**config.mk**
```make
export PLATFORM = sky130hd
export DESIGN_NAME = seg7_scan_ctrl
export DESIGN_NICKNAME = d
export VERILOG_FILES = /design/src/rtl/seg7_scan_ctrl.sv
export SDC_FILE = /design/constraint.sdc
export NUM_CORES = 1
export LEC_CHECK = 0
export ABC_AREA = 1
export CAP_MARGIN = 40
export CELL_PAD_IN_SITES_DETAIL_PLACEMENT = 0
export CELL_PAD_IN_SITES_GLOBAL_PLACEMENT = 1
export CORE_AREA = 2 2 67 69
export CTS_CLUSTER_SIZE = 14
export DETAILED_ROUTE_END_ITERATION = 16
export DIE_AREA = 0 0 69 71
export GPL_TIMING_DRIVEN = 0
export HOLD_SLACK_MARGIN = 0.08
export MAX_ROUTING_LAYER = met4
export PLACE_DENSITY = 0.86
export SLEW_MARGIN = 25
export SYNTH_ARGS = -nofsm -noshare
export SYNTH_HDL_FRONTEND = slang
export SYNTH_SLANG_ARGS = --single-unit
```
**constraint.sdc**
```tcl
create_clock -name clk -period 1.63 [get_ports clk]
set_clock_uncertainty 0.2 [all_clocks]
set_input_delay 0.326 -clock clk [delete_from_list [all_inputs] [get_ports clk]]
set_output_delay 0.326 -clock clk [all_outputs]
set_load 0.005 [all_outputs]
```
**src/rtl/seg7_scan_ctrl.sv**
```systemverilog
// Multiplexed 7-segment scan controller: per-digit slot timing with anti-ghost blanking,
// leading-zero suppression and a frame-aligned double buffer for the displayed value.
module seg7_scan_ctrl #(
    parameter int NUM_DIGITS   = 2,
    parameter int REFRESH_DIV  = 1000,
    parameter int BLANK_CYCLES = 2
) (
    input  logic                    clk,
    input  logic                    rst,
    input  logic                    load,
    input  logic [4*NUM_DIGITS-1:0] value_bcd,
    input  logic                    lz_blank,
    output logic [3:0]              dec_digit,
    input  logic [6:0]              dec_seg,
    output logic [6:0]              seg_out,
    output logic [NUM_DIGITS-1:0]   an_out,
    output logic                    frame_done,
    output logic                    pending
);

    localparam int CNTW = $clog2(REFRESH_DIV);
    localparam int IDXW = (NUM_DIGITS > 1) ? $clog2(NUM_DIGITS) : 1;

    typedef enum logic {
        ST_BLANK,
        ST_SHOW
    } state_t;

    state_t                  state_q, state_d;
    logic [CNTW-1:0]         cnt_q, cnt_d;
    logic [IDXW-1:0]         idx_q, idx_d;
    logic [4*NUM_DIGITS-1:0] active_q, active_d;
    logic [4*NUM_DIGITS-1:0] pend_q, pend_d;
    logic                    pending_q, pending_d;

    logic       slot_end;
    logic       frame_end;
    logic [3:0] nib;
    logic       upper_zero;
    logic       suppress;
    logic       show;

    assign slot_end  = (cnt_q == CNTW'(REFRESH_DIV - 1));
    assign frame_end = slot_end && (idx_q == IDXW'(NUM_DIGITS - 1));

    always_ff @(posedge clk or posedge rst) begin
        if (rst) begin
            state_q   <= ST_BLANK;
            cnt_q     <= '0;
            idx_q     <= '0;
            active_q  <= '0;
            pend_q    <= '0;
            pending_q <= 1'b0;
        end else begin
            state_q   <= state_d;
            cnt_q     <= cnt_d;
            idx_q     <= idx_d;
            active_q  <= active_d;
            pend_q    <= pend_d;
            pending_q <= pending_d;
        end
    end

    always_comb begin
        state_d = state_q;
        cnt_d   = cnt_q + 1'b1;
        idx_d   = idx_q;
        case (state_q)
            ST_BLANK: begin
                if (cnt_q == CNTW'(BLANK_CYCLES - 1)) state_d = ST_SHOW;
            end
            ST_SHOW: begin
                if (slot_end) begin
                    state_d = ST_BLANK;
                    cnt_d   = '0;
                    idx_d   = frame_end ? '0 : idx_q + 1'b1;
                end
            end
            default: state_d = ST_BLANK;
        endcase
    end

    // A load on the boundary cycle lands in pending after the transfer, so it survives.
    always_comb begin
        active_d  = active_q;
        pend_d    = pend_q;
        pending_d = pending_q;
        if (frame_end) begin
            if (pending_q) active_d = pend_q;
            pending_d = 1'b0;
        end
        if (load) begin
            pend_d    = value_bcd;
            pending_d = 1'b1;
        end
    end

    always_comb begin
        nib        = '0;
        upper_zero = 1'b1;
        for (int unsigned i = 0; i < NUM_DIGITS; i++) begin
            if (i == 32'(idx_q)) nib = active_q[4*i +: 4];
            if (i >= 32'(idx_q) && active_q[4*i +: 4] != 4'd0) upper_zero = 1'b0;
        end
        suppress = (nib > 4'd9) || (lz_blank && (idx_q != '0) && upper_zero);
    end

    assign show       = (state_q == ST_SHOW) && !suppress;
    assign dec_digit  = nib;
    assign an_out     = show ? (NUM_DIGITS'(1) << idx_q) : '0;
    assign seg_out    = show ? dec_seg : '0;
    assign frame_done = frame_end;
    assign pending    = pending_q;

endmodule

```
Word-level counts from Yosys, hierarchy flattened. Index checks and enable logic that the tools add are counted. W data, S select, Z words.

$lt $le $gt $ge: 2. Divide/modulo/power cells: 0. Equality and inequality tests: 2. Shift operators: 1. $mul: 0. $add $sub $neg: 2. Mux-type cells: 13. Reduce and logical (&&, ||, !) cells: 12. Bitwise logic cells: 1.

Operator list (count): $mux W10 (2); $add A10 B1 Y10 const B (1); $eq A10 B1 Y1 const B (1); $eq A10 B10 Y1 const B (1); $reduce_bool A4 Y1 (2); $mux W1 (7); $mux W7 (1); $logic_and A1 B1 Y1 (5); $gt A4 B4 Y1 const B (1); $mux W4 (1); $reduce_and A2 Y1 (2); $mux W2 (1); $pmux W1 S2 (1); $reduce_bool A2 Y1 (1); $shl A1 B1 Y2 const A (1); $add A1 B1 Y1 const B (1); $ge A1 B1 Y1 const A (1); $logic_not A1 Y1 (1); $logic_or A1 B1 Y1 (1); $not A1 Y1 (1).

Bits in read-only memories: 0. Word-level logic and storage cells: 39. Bits in latches: 0. Output and inout port bits: 15. Input port bits: 19. RAM bits: 0. Memories kept: 0. Bits in registers: 29.

Longest topological paths before layout. Gate-level depths: netlist of the first run.

Depth after elaboration: 9. Mapped depth: 8.

Worst setup path after synthesis of the first run. No wires, ideal clock.

Path type: register to output. From: reg idx_q. To: out an_out[0]. Buffers on the path: 0. Arrival: 1.074 ns. Data required time: 1.104 ns. Cell stages (with the launch flop): 7. Slack: 0.030 ns. Path through: dfrtp_1 > inv_2 > nor2_1 > nor2_1 > o21ai_2 > nand2_2 > nor2_1.

RTL lines: from (decl) (RTL line 31) `logic [IDXW-1:0] idx_q, idx_d;`; from (signal assigned) (RTL line 57) `idx_q <= idx_d;`; $mux W4 (RTL line 102) `if (i == 32'(idx_q)) nib = active_q[4*i +: 4];`; net dec_digit[3] (RTL line 13) `output logic [3:0] dec_digit,`; $gt A4 B4 Y1 (RTL line 105) `suppress = (nib > 4'd9) || (lz_blank && (idx_q != '0) && upper_zero);`; $logic_or A1 B1 Y1 (RTL line 105); $logic_not A1 Y1 (RTL line 108) `assign show = (state_q == ST_SHOW) && !suppress;`; $logic_and A1 B1 Y1 (RTL line 108); $mux W2 (RTL line 110) `assign an_out = show ? (NUM_DIGITS'(1) << idx_q) : '0;`; to (decl) (RTL line 16) `output logic [NUM_DIGITS-1:0] an_out,`.

The timed path passes the listed nets, and every way through them passes these cells.

Worst setup path in the final report of the first run.
From: reg idx_q. To: out seg_out[0].

Word-level cells in the longest chain between the ends: 9.

RTL lines: parallel branches: the longest is 5 deep, another holds $gt A4 B4 Y1; $logic_or A1 B1 Y1 * (RTL line 105); $logic_not A1 Y1 * (RTL line 108); $logic_and A1 B1 Y1 * (RTL line 108); $mux W7 * (RTL line 111) `assign seg_out = show ? dec_seg : '0;`; to (decl) (RTL line 15) `output logic [6:0] seg_out,`.

Mark *: on every way between the ends.

==> run summary, run 1 <==
First-pass GRT wire length - 5.568 mm
Number of port buffers - 32
Iter 0 DRT Violations - 37
Die H - 71 µm
Netlist cell types - 24
Cts hold-fix bufs - 0
Critical Path RT - 1100 ps
Clock Tree Root - clkbuf_8
Ant diodes - 0
WL per Instance - 10.57 µm
Mapped Cells - 182
CTS Buf Count - 5
Leak - 1.089 nW
Async SR Flop Fraction - 100.0%
Num rows - 24
P_int - 0.001288 W
Synth warn - 0
Share of layout cells above drive strength 1 - 29.34%
Layout area overhead - 54.19%
Final WL - 3.109 mm
Pwr/cell area - 738.6 nW/µm²
Seq cells post-synth - 29
Synth area leader - dfrtp_1
Vias in the first global route - 1234
Area contributors post-synth - dfrtp_1, nand2_1, nor2_1
Worst-path fanout max - 6
Vias - 1292
Max Slew Vio Count - 0
CTS tree - built
DRC Markers - 0
Top-count cell post-synth - nand2_1
Gate power share - 5.9%
Failing checks - negative setup slack
Final nets - 262
Final hold vios - 0
Setup ws final - -480.8 ps
Worst-Margin Slew - 595.0 ps
Clk_lat worst skew - 280 ps
Num ports - 34
Gr usage total - 14.43%
Initial Util - 33.39%
CP Launch Type - flip-flop
Status - finished, violations left
Final setup viols - 14
Max Buffers Root-to-Sink - 2
Worst min path class - primary input to flip-flop
CORE AREA - 4204 µm²
Rel. slew slack - 60.28%
Number of synthesized flops with an enable pin - 0
Routability cong. - 0.8092
Minimum clock period - 2111 ps
Switch share - 19.44%
Most common flop cell mapped by yosys - dfrtp_1
Clk pin slew, worst setup/hold paths - 60 ps
Routed Antenna Nets - 0
Critical Setup Path Class - flip-flop to output port
Largest net degree at the start of global routing - 30
RSZ-0062 raised after global routing - yes
Post-synth net total - 203
R2R setup slack - 20 ps
Switching power - 0.0003107 W
Post-synthesis area per instance - 7.713 µm²
Pre-CTS WS - -594.7 ps
Fin crit share - 129.5%
Die X - 69 µm
Peak VDD IR - 0.0004865 V
Vias per inst - 4.395
DP Wirelength - 2.035 mm
Synth Cell Area - 1404 µm²
Max-Cap Viols - 0
Die area - 4899 µm²
# clock sinks - 29
Register share of total power - 46.7%
H-tree levels - 2
Total grt overflow - 0
Synth top area share - 51.69%
Hold WS - 219.3 ps
Most frequent cells after synthesis - nand2_1, dfrtp_1, nor2_1
Clock power share - 47.4%
Core occupancy in the finished layout - 51.49%
Crit path DAT - 1580 ps
Sequential area share after synthesis - 51.69%
Initial antenna violation count - 0
CP endpoint kind - output port
DR pass1 iterations - 4
FMAX - 473.8 MHz
-- flip-flops by register name, indices dropped and copies added (netlist names) --
name      cells
idx_q         1
state_q       1
active_q      8
pend_q        8
cnt_q        10
pending       1
-- cell usage in the layout (no fill, tap or decap), types with 2 or more instances in the layout --
master	synthesis	final
inv_2	1	2
nor2_4	1	7
buf_6	0	7
xor2_1	2	2
clkdlybuf4s50_1	0	17
nand2_2	1	11
o21ai_0	2	2
clkdlybuf4s15_2	0	2
nor2_1	28	23
buf_2	0	10
buf_4	0	12
o21ai_4	0	2
dfrtp_1	29	28
nand2_1	66	54
nand3_1	12	12
nand2_4	0	3
dlygate4sd2_1	0	2
nand3_4	0	2
inv_1	20	18
nand4_1	2	2
clkbuf_1	2	3
clkbuf_8	0	6
nor2_2	3	2
-- cells by family (layout without fill, tap and decap cells) --
logic type      count (synthesis)  in the layout  share of synthesized area (%)
xor+xnor                        3              3                          1.872
simple gates                  117            118                          35.21
flops                          29             29                          51.69
compound gates                  7              7                          3.030
buf+inv                        24             83                          6.417
fa+ha+maj                       2              2                          1.782
-- routing by layer --
layer	track usage (%)	wire (µm)
met1	18.82	1440
met2	21.69	1439
met3	2.564	161
met4	7.190	68
met5	-	0
-- metrics by stage --
stage | area (µm²) | total power [W] | TNS (ps) | cells
floorplan | 1404 | 0.0007973 | 0 | 182
global placement | 1789 | 0.0008635 | -13400 | 266
detailed placement | 1789 | 0.0008650 | -6796 | 266
CTS | 2116 | 0.001623 | -4760 | 293
global route | 2165 | 0.001666 | -6232 | 294
finish | 2165 | 0.001599 | -4611 | 294
-- worst max-delay path: stages, from the launching register on --
cell     delay [ps]
dfrtp_2         450
inv_6           110
nor2_4           50
nand4_1          70
nand2_1          70
inv_2            90
nand2_4          60
buf_6           120
buf_6           100
nor2_1           80
buf_2           110
-- power groups by stage --
stage,sequential (W),combinational [W],clock [W]
after floorplan,0.000757,0.0000399,0
after global placement,0.000759,0.000104,0
after detailed placement,0.000759,0.000106,0
after CTS,0.000746,0.0000972,0.000780
after global routing,0.000748,0.000110,0.000808
final,0.000746,0.0000948,0.000758
-- layout make-up --
cell class | count | area, µm²
Tap cell | 52 | 65.06
Buffer | 2 | 7.507
Inverter | 22 | 87.58
Fill cell | 405 | 2039
Clock inverter | 1 | 30.03
Timing Repair Buffer | 51 | 439.2
Clock buffer | 7 | 86.33
Sequential cell | 29 | 726.9
Multi-Input combinational cell | 130 | 721.9
-- what timing repair did --
action,in CTS,in global routing
setup endpoints to repair,17,33
gates cloned,1,0
pin swaps,13,11
resized for setup,81,13
setup buffers,25,2
-- worst paths after layout --
kind / from / end / cells after the start
worst max-delay path: idx_q / seg_out[0] / 10
worst max register to register: cnt_q[0] / idx_q / 9
worst min-delay path: load / pend_q[5] / 3
min in group asynchronous: rst / pending / 2
max in group asynchronous: rst / idx_q / 2
worst min register to register: pend_q[6] / pend_q[6] / 2
(Power assumes the default switching activity.)
==> run 2: changes to the inputs <==
--- a/config.mk
+++ b/config.mk
@@ -9,14 +9,15 @@
 export CAP_MARGIN = 40
 export CELL_PAD_IN_SITES_DETAIL_PLACEMENT = 0
 export CELL_PAD_IN_SITES_GLOBAL_PLACEMENT = 1
-export CORE_AREA = 2 2 67 69
+export CORE_AREA = 2 2 71 73
 export CTS_CLUSTER_SIZE = 14
 export DETAILED_ROUTE_END_ITERATION = 16
-export DIE_AREA = 0 0 69 71
+export DIE_AREA = 0 0 73 75
 export GPL_TIMING_DRIVEN = 0
 export HOLD_SLACK_MARGIN = 0.08
 export MAX_ROUTING_LAYER = met4
-export PLACE_DENSITY = 0.86
+export PLACE_DENSITY = 0.81
+export SKIP_LAST_GASP = 1
 export SLEW_MARGIN = 25
 export SYNTH_ARGS = -nofsm -noshare
 export SYNTH_HDL_FRONTEND = slang
==> constraint.sdc (replaced) <==
create_clock -name clk -period 1.9 [get_ports clk]
set_clock_uncertainty 0.2 [all_clocks]
set_input_delay 0.38 -clock clk [delete_from_list [all_inputs] [get_ports clk]]
set_output_delay 0.38 -clock clk [all_outputs]
set_load 0.005 [all_outputs]
==> run 2 against run 1 <==
The flow still finishes with violations (negative setup slack). Clock power shrank 35%. Non-clock buffer count grew 5. Largest cell class is now multi-input combinational cells. Flip-flop and latch count unchanged. Power is 24% lower. Clock-buffer cell count unchanged.
==> run summary, run 2 (synthesis results as in run 1) <==
Status - finished, violations left
Failing checks - negative setup slack
Die H - 75 µm
CP endpoint kind - output port
Pwr/cell area - 558.0 nW/µm²
Vias per inst - 4.357
Clk pin slew, worst setup/hold paths - 60 ps
CP Launch Type - flip-flop
Max reg flops - 10
Routability cong. - 0.7576
FMAX - 462.6 MHz
Die X - 73 µm
Max Buffers Root-to-Sink - 2
Die area - 5475 µm²
Hold WS - 268.7 ps
Filler cell count in the final layout - 464
Num ports - 34
Initial Util - 30.12%
Peak VDD IR - 0.0004420 V
Iter 0 DRT Violations - 22
Worst min path class - flip-flop to flip-flop
WL per Instance - 10.68 µm
Initial antenna violation count - 0
Switching power - 0.0002492 W
Register share of total power - 52.8%
Cts hold-fix bufs - 0
Layout area overhead - 55.08%
Core occupancy in the finished layout - 46.71%
Fin Setup TNS - -1885 ps
Minimum clock period - 2161 ps
Worst-Margin Slew - 593.3 ps
Leak - 1.124 nW
Final setup viols - 11
Total grt overflow - 0
Final nets - 267
CTS tree - built
Ant diodes - 0
Fin crit share - 113.8%
RSZ-0062 raised after global routing - yes
Critical Setup Path Class - flip-flop to output port
Critical Path RT - 1320 ps
Gr usage total - 12.97%
Flip-flop and latch area - 726.9 µm²
Most frequent cells in the layout - nand2_1, dfrtp_1
Top flop regs - cnt_q (10), active_q (8), pend_q (8)
Clk_lat worst skew - 270 ps
Reg with most FFs - cnt_q
H-tree levels - 2
Num rows - 25
Rel. slew slack - 60.39%
# clock sinks - 29
Final hold vios - 0
Final WL - 3.204 mm
DRC Markers - 0
P_int - 0.0009656 W
Multi-input logic area - 735.7 µm²
Routed Antenna Nets - 0
Vias in the first global route - 1188
Vias - 1307
Commonest non-fill, non-tap cell in the layout - nand2_1
Max Slew Vio Count - 0
CTS Buf Count - 5
Crit path DAT - 1580 ps
First-pass GRT wire length - 5.244 mm
CORE AREA - 4661 µm²
Max-Cap Viols - 0
Share of layout cells above drive strength 1 - 30.89%
DR pass1 iterations - 4
Clock Tree Root - clkbuf_8
Gate power share - 6.7%
Number of port buffers - 32
Switch share - 20.51%
Worst-path fanout max - 6
DP Wirelength - 2.112 mm
Pre-CTS WS - -415.1 ps
Largest net degree at the start of global routing - 30
Clock power share - 40.5%
Setup ws final - -261.5 ps
[run 2: changes by cell type in the layout (fill, tap and decap cells not counted), moves of 4 or more]
cell,previous run,this run
nand2_4,3,7
nor2_1,23,18
buf_4,12,18
nor2_2,2,9
nand2_2,11,5
[run 2: layout make-up]
class / count / share of cell area (%)
inverter: 22 / 4.023
clock buffer: 7 / 3.966
timing repair buffer: 56 / 21.38
tap: 54 / 3.103
multi-input combinational: 130 / 33.79
buffer: 2 / 0.3448
sequential: 29 / 33.39
[run 2: per-layer routing]
layer  track usage (%)  routed length [µm]
met1             16.05                1494
met2             20.42                1479
met3             2.945                 179
met4             5.556                  51
met5                 -                   0
[run 2: power groups by stage]
stage | registers [W] | clock network (W) | logic (W)
after global placement | 0.000652 | 0 | 0.0000896
after detailed placement | 0.000652 | 0 | 0.0000907
final | 0.000641 | 0.000491 | 0.0000820
after CTS | 0.000641 | 0.000505 | 0.0000832
after floorplan | 0.000650 | 0 | 0.0000342
after global routing | 0.000643 | 0.000534 | 0.0000931
[run 2: stage by stage]
stage / std cells / instance area [µm²] / power (W)
after floorplan: 182 / 1404 / 0.0006840
after global placement: 268 / 1792 / 0.0007412
after detailed placement: 268 / 1792 / 0.0007431
after CTS: 297 / 2049 / 0.001229
after global routing: 300 / 2177 / 0.001269
final: 300 / 2177 / 0.001215
[run 2: critical path: stages, from the launching register on]
cell and delay, ps:
dfrtp_2 410, clkinv_4 120, nand2_4 90, nand2_4 50
o21ai_4 170, nand2_2 80, buf_6 120, buf_6 100
nor2_2 60, buf_2 110
[run 2: timing repair]
item | in CTS | in global routing
buffers inserted | 21 | 8
setup endpoints to repair | 14 | 25
resized for setup | 66 | 29
pin swaps | 14 | 14
cloned | 1 | 0
[run 2: path summary, 6_finish.rpt]
check / slack [ps] / cells past startpoint / endpoint / start
max reg2reg: 20 / 12 / idx_q / cnt_q[1]
min: 270 / 2 / active_q[0] / active_q[0]
max: -260 / 9 / seg_out[1] / idx_q
min reg2reg: 270 / 2 / active_q[0] / active_q[0]
max in group asynchronous: 780 / 2 / idx_q / rst
min in group asynchronous: 290 / 2 / cnt_q[0] / rst
==> run 3: changes to the inputs <==
--- a/config.mk
+++ b/config.mk
@@ -9,14 +9,14 @@
 export CAP_MARGIN = 40
 export CELL_PAD_IN_SITES_DETAIL_PLACEMENT = 0
 export CELL_PAD_IN_SITES_GLOBAL_PLACEMENT = 1
-export CORE_AREA = 2 2 71 73
+export CORE_AREA = 2 2 65 67
 export CTS_CLUSTER_SIZE = 14
 export DETAILED_ROUTE_END_ITERATION = 16
-export DIE_AREA = 0 0 73 75
+export DIE_AREA = 0 0 67 69
 export GPL_TIMING_DRIVEN = 0
 export HOLD_SLACK_MARGIN = 0.08
 export MAX_ROUTING_LAYER = met4
-export PLACE_DENSITY = 0.81
+export PLACE_DENSITY = 0.9
 export SKIP_LAST_GASP = 1
 export SLEW_MARGIN = 25
 export SYNTH_ARGS = -nofsm -noshare
==> constraint.sdc (replaced) <==
create_clock -name clk -period 2.55 [get_ports clk]
set_clock_uncertainty 0.2 [all_clocks]
set_input_delay 0.51 -clock clk [delete_from_list [all_inputs] [get_ports clk]]
set_output_delay 0.51 -clock clk [all_outputs]
set_load 0.05 [all_outputs]
==> run 3 against run 2 <==
The run now ends clean. Largest cell class is now sequential cells. Core utilization is 0.16 points lower. Critical path depth is 3 lower. Register-to-register slack better by 860 ps. Sequential share of layout area is 6.5 points higher. Sequential power is 25% lower. Non-clock buffer count is 24 lower. Power is 24% lower. Flip-flop and latch count stayed put. Final cell count is 9.3% lower. Hold slack better by 3.6 ps. Combinational power is 1% lower.
==> run summary, run 3 (synthesis results as in run 1) <==
Clock Tree Root - clkbuf_8
Critical Path RT - 1840 ps
Status - completed
Multi-input logic area - 588.1 µm²
Clk_lat worst skew - 280 ps
Worst min path class - flip-flop to flip-flop
Vias per inst - 4.478
Max reg flops - 10
Critical Setup Path Class - flip-flop to output port
DRC Markers - 0
Crit path largest cell delay - 390 ps
Buf/Inv on CP - 1
Max-Cap Viols - 0
CTS tree - built
CTS Buf Count - 5
Ant diodes - 0
Die X - 67 µm
Fin crit share - 93.59%
CP endpoint kind - output port
Global routing usage on met2 - 20.57%
Crit path cell chain - ha_1 > nand2_1 > nor2_2 > nand3_2 > nor2_4 > buf_2
First-pass GRT wire length - 4.857 mm
Top flop regs - cnt_q (10), active_q (8), pend_q (8)
Total grt overflow - 0
CORE AREA - 3914 µm²
Filler cell count in the final layout - 435
H-tree levels - 2
Worst hold path depth - 2
Final WL - 2.879 mm
Layout area overhead - 29.77%
GR peak layer - met2
Commonest non-fill, non-tap cell in the layout - nand2_1
Flip-flop and latch area - 726.9 µm²
Largest net degree at the start of global routing - 30
Reg with most FFs - cnt_q
Placed cell count - 264
R2R Path Start - cnt_q[0]
Critical R2R Capture - active_q[1]
Initial antenna violation count - 0
Max Buffers Root-to-Sink - 2
Cts hold-fix bufs - 0
FMAX - 419.0 MHz
Max Slew Vio Count - 0
Non-filler cells, final - 272
DR pass1 iterations - 4
Gr usage total - 14.00%
Fin Setup TNS - 0 ps
Routability cong. - 0.7861
Final hold vios - 0
Clk pin slew, worst setup/hold paths - 60 ps
Peak VDD IR - 0.0003327 V
Met3 Usage GRT - 4.078%
Most frequent cells in the layout - nand2_1, nor2_1, dfrtp_1, inv_1, clkdlybuf4s50_1
Worst Hold Path EP - active_q[6]
Die area - 4623 µm²
Routed Antenna Nets - 0
Hold Path Origin - active_q[6]
Vias - 1218
Worst-path fanout max - 9
Worst-Margin Slew - 593.8 ps
CP Launch Type - flip-flop
Share of layout cells above drive strength 1 - 13.06%
Largest delay share family, worst path - simple AND/OR/NAND/NOR gates
Iter 0 DRT Violations - 41
Grt met1 use - 17.23%
WL per Instance - 10.58 µm
Number of port buffers - 32
# clock sinks - 29
DP Wirelength - 2.124 mm
Die H - 69 µm
Num ports - 34
R2R depth - 8
Num rows - 23
Crit path DAT - 1680 ps
Pwr/cell area - 506.3 nW/µm²
Final nets - 242
Initial Util - 35.87%
Rel. slew slack - 60.36%
Leak - 0.9521 nW
Crit path from - cnt_q[0]
Final setup viols - 0
Slowest cell on the critical path - dfrtp_1
Minimum clock period - 2387 ps
RSZ-0062 raised after global routing - no
R2R setup slack - 880 ps
Vias in the first global route - 1092
[run 3: changes by cell type in the layout (fill, tap and decap cells not counted), moves of 4 or more]
cell     before  now
nand2_1      56   66
nor2_1       18   28
nor2_4        5    1
nand2_4       7    0
buf_6         6    0
nor2_2        9    3
buf_4        18    0
nand2_2       5    1
[run 3: cell type report]
class / count / share of cell area [%]
inverters: 22 / 4.670
well taps: 50 / 3.434
flip-flops and latches: 29 / 39.90
clock inverters: 3 / 0.9615
multi-input cells: 129 / 32.28
repair buffers: 32 / 14.56
clock buffers: 5 / 3.777
plain buffers: 2 / 0.4121
[run 3: metal layers]
layer / vias up / wire [µm]
li1: 641 / -
met1: 535 / 1339
met2: 36 / 1263
met3: 6 / 209
met4: 0 / 68
met5: - / 0
[run 3: worst max path at each step]
stage / end / slack [ps] / cells past startpoint
floorplan: an_out[0] / -160 / 5
global placement: an_out[0] / -320 / 7
detailed placement: seg_out[4] / -340 / 7
CTS: seg_out[4] / -140 / 6
global route: seg_out[4] / 30 / 7
finish: frame_done / 160 / 6
[run 3: where the power goes]
part	switching [W]	internal (W)	leakage, nW	total, W
clock network	0.000176	0.000188	0.0439	0.000363
registers	0.00000650	0.000471	0.364	0.000478
logic	0.0000469	0.0000341	0.544	0.0000810
[run 3: timing repair]
action / 4_1_cts / 5_1_grt
gates resized for setup: 37 / 17
hold endpoints to repair: 0 / 0
setup buffers: 0 / 0
setup endpoints to repair: 14 / 10
[run 3: stage by stage]
| stage | total power, W | hold slack, ps | utilization, % | instance area (µm²) | setup slack, ps |
|---|---|---|---|---|---|
| finish | 0.0009223 | 272.3 | 46.55 | 1822 | 163.4 |
| global route | 0.0009685 | 286.8 | 46.55 | 1822 | 27.49 |
| CTS | 0.0009438 | 276.6 | 47.86 | 1873 | -139.1 |
| detailed placement | 0.0005743 | 260.2 | 45.65 | 1787 | -335.9 |
| global placement | 0.0005716 | 257.0 | 45.65 | 1787 | -321.7 |
| floorplan | 0.0005296 | 241.9 | - | 1404 | -156.6 |
[run 3: tightest hold or removal path, delay by kind of cell (launching register included)]
family	cells	cell delay [ps]
DFF	1	340
and+or+nand+nor	2	110
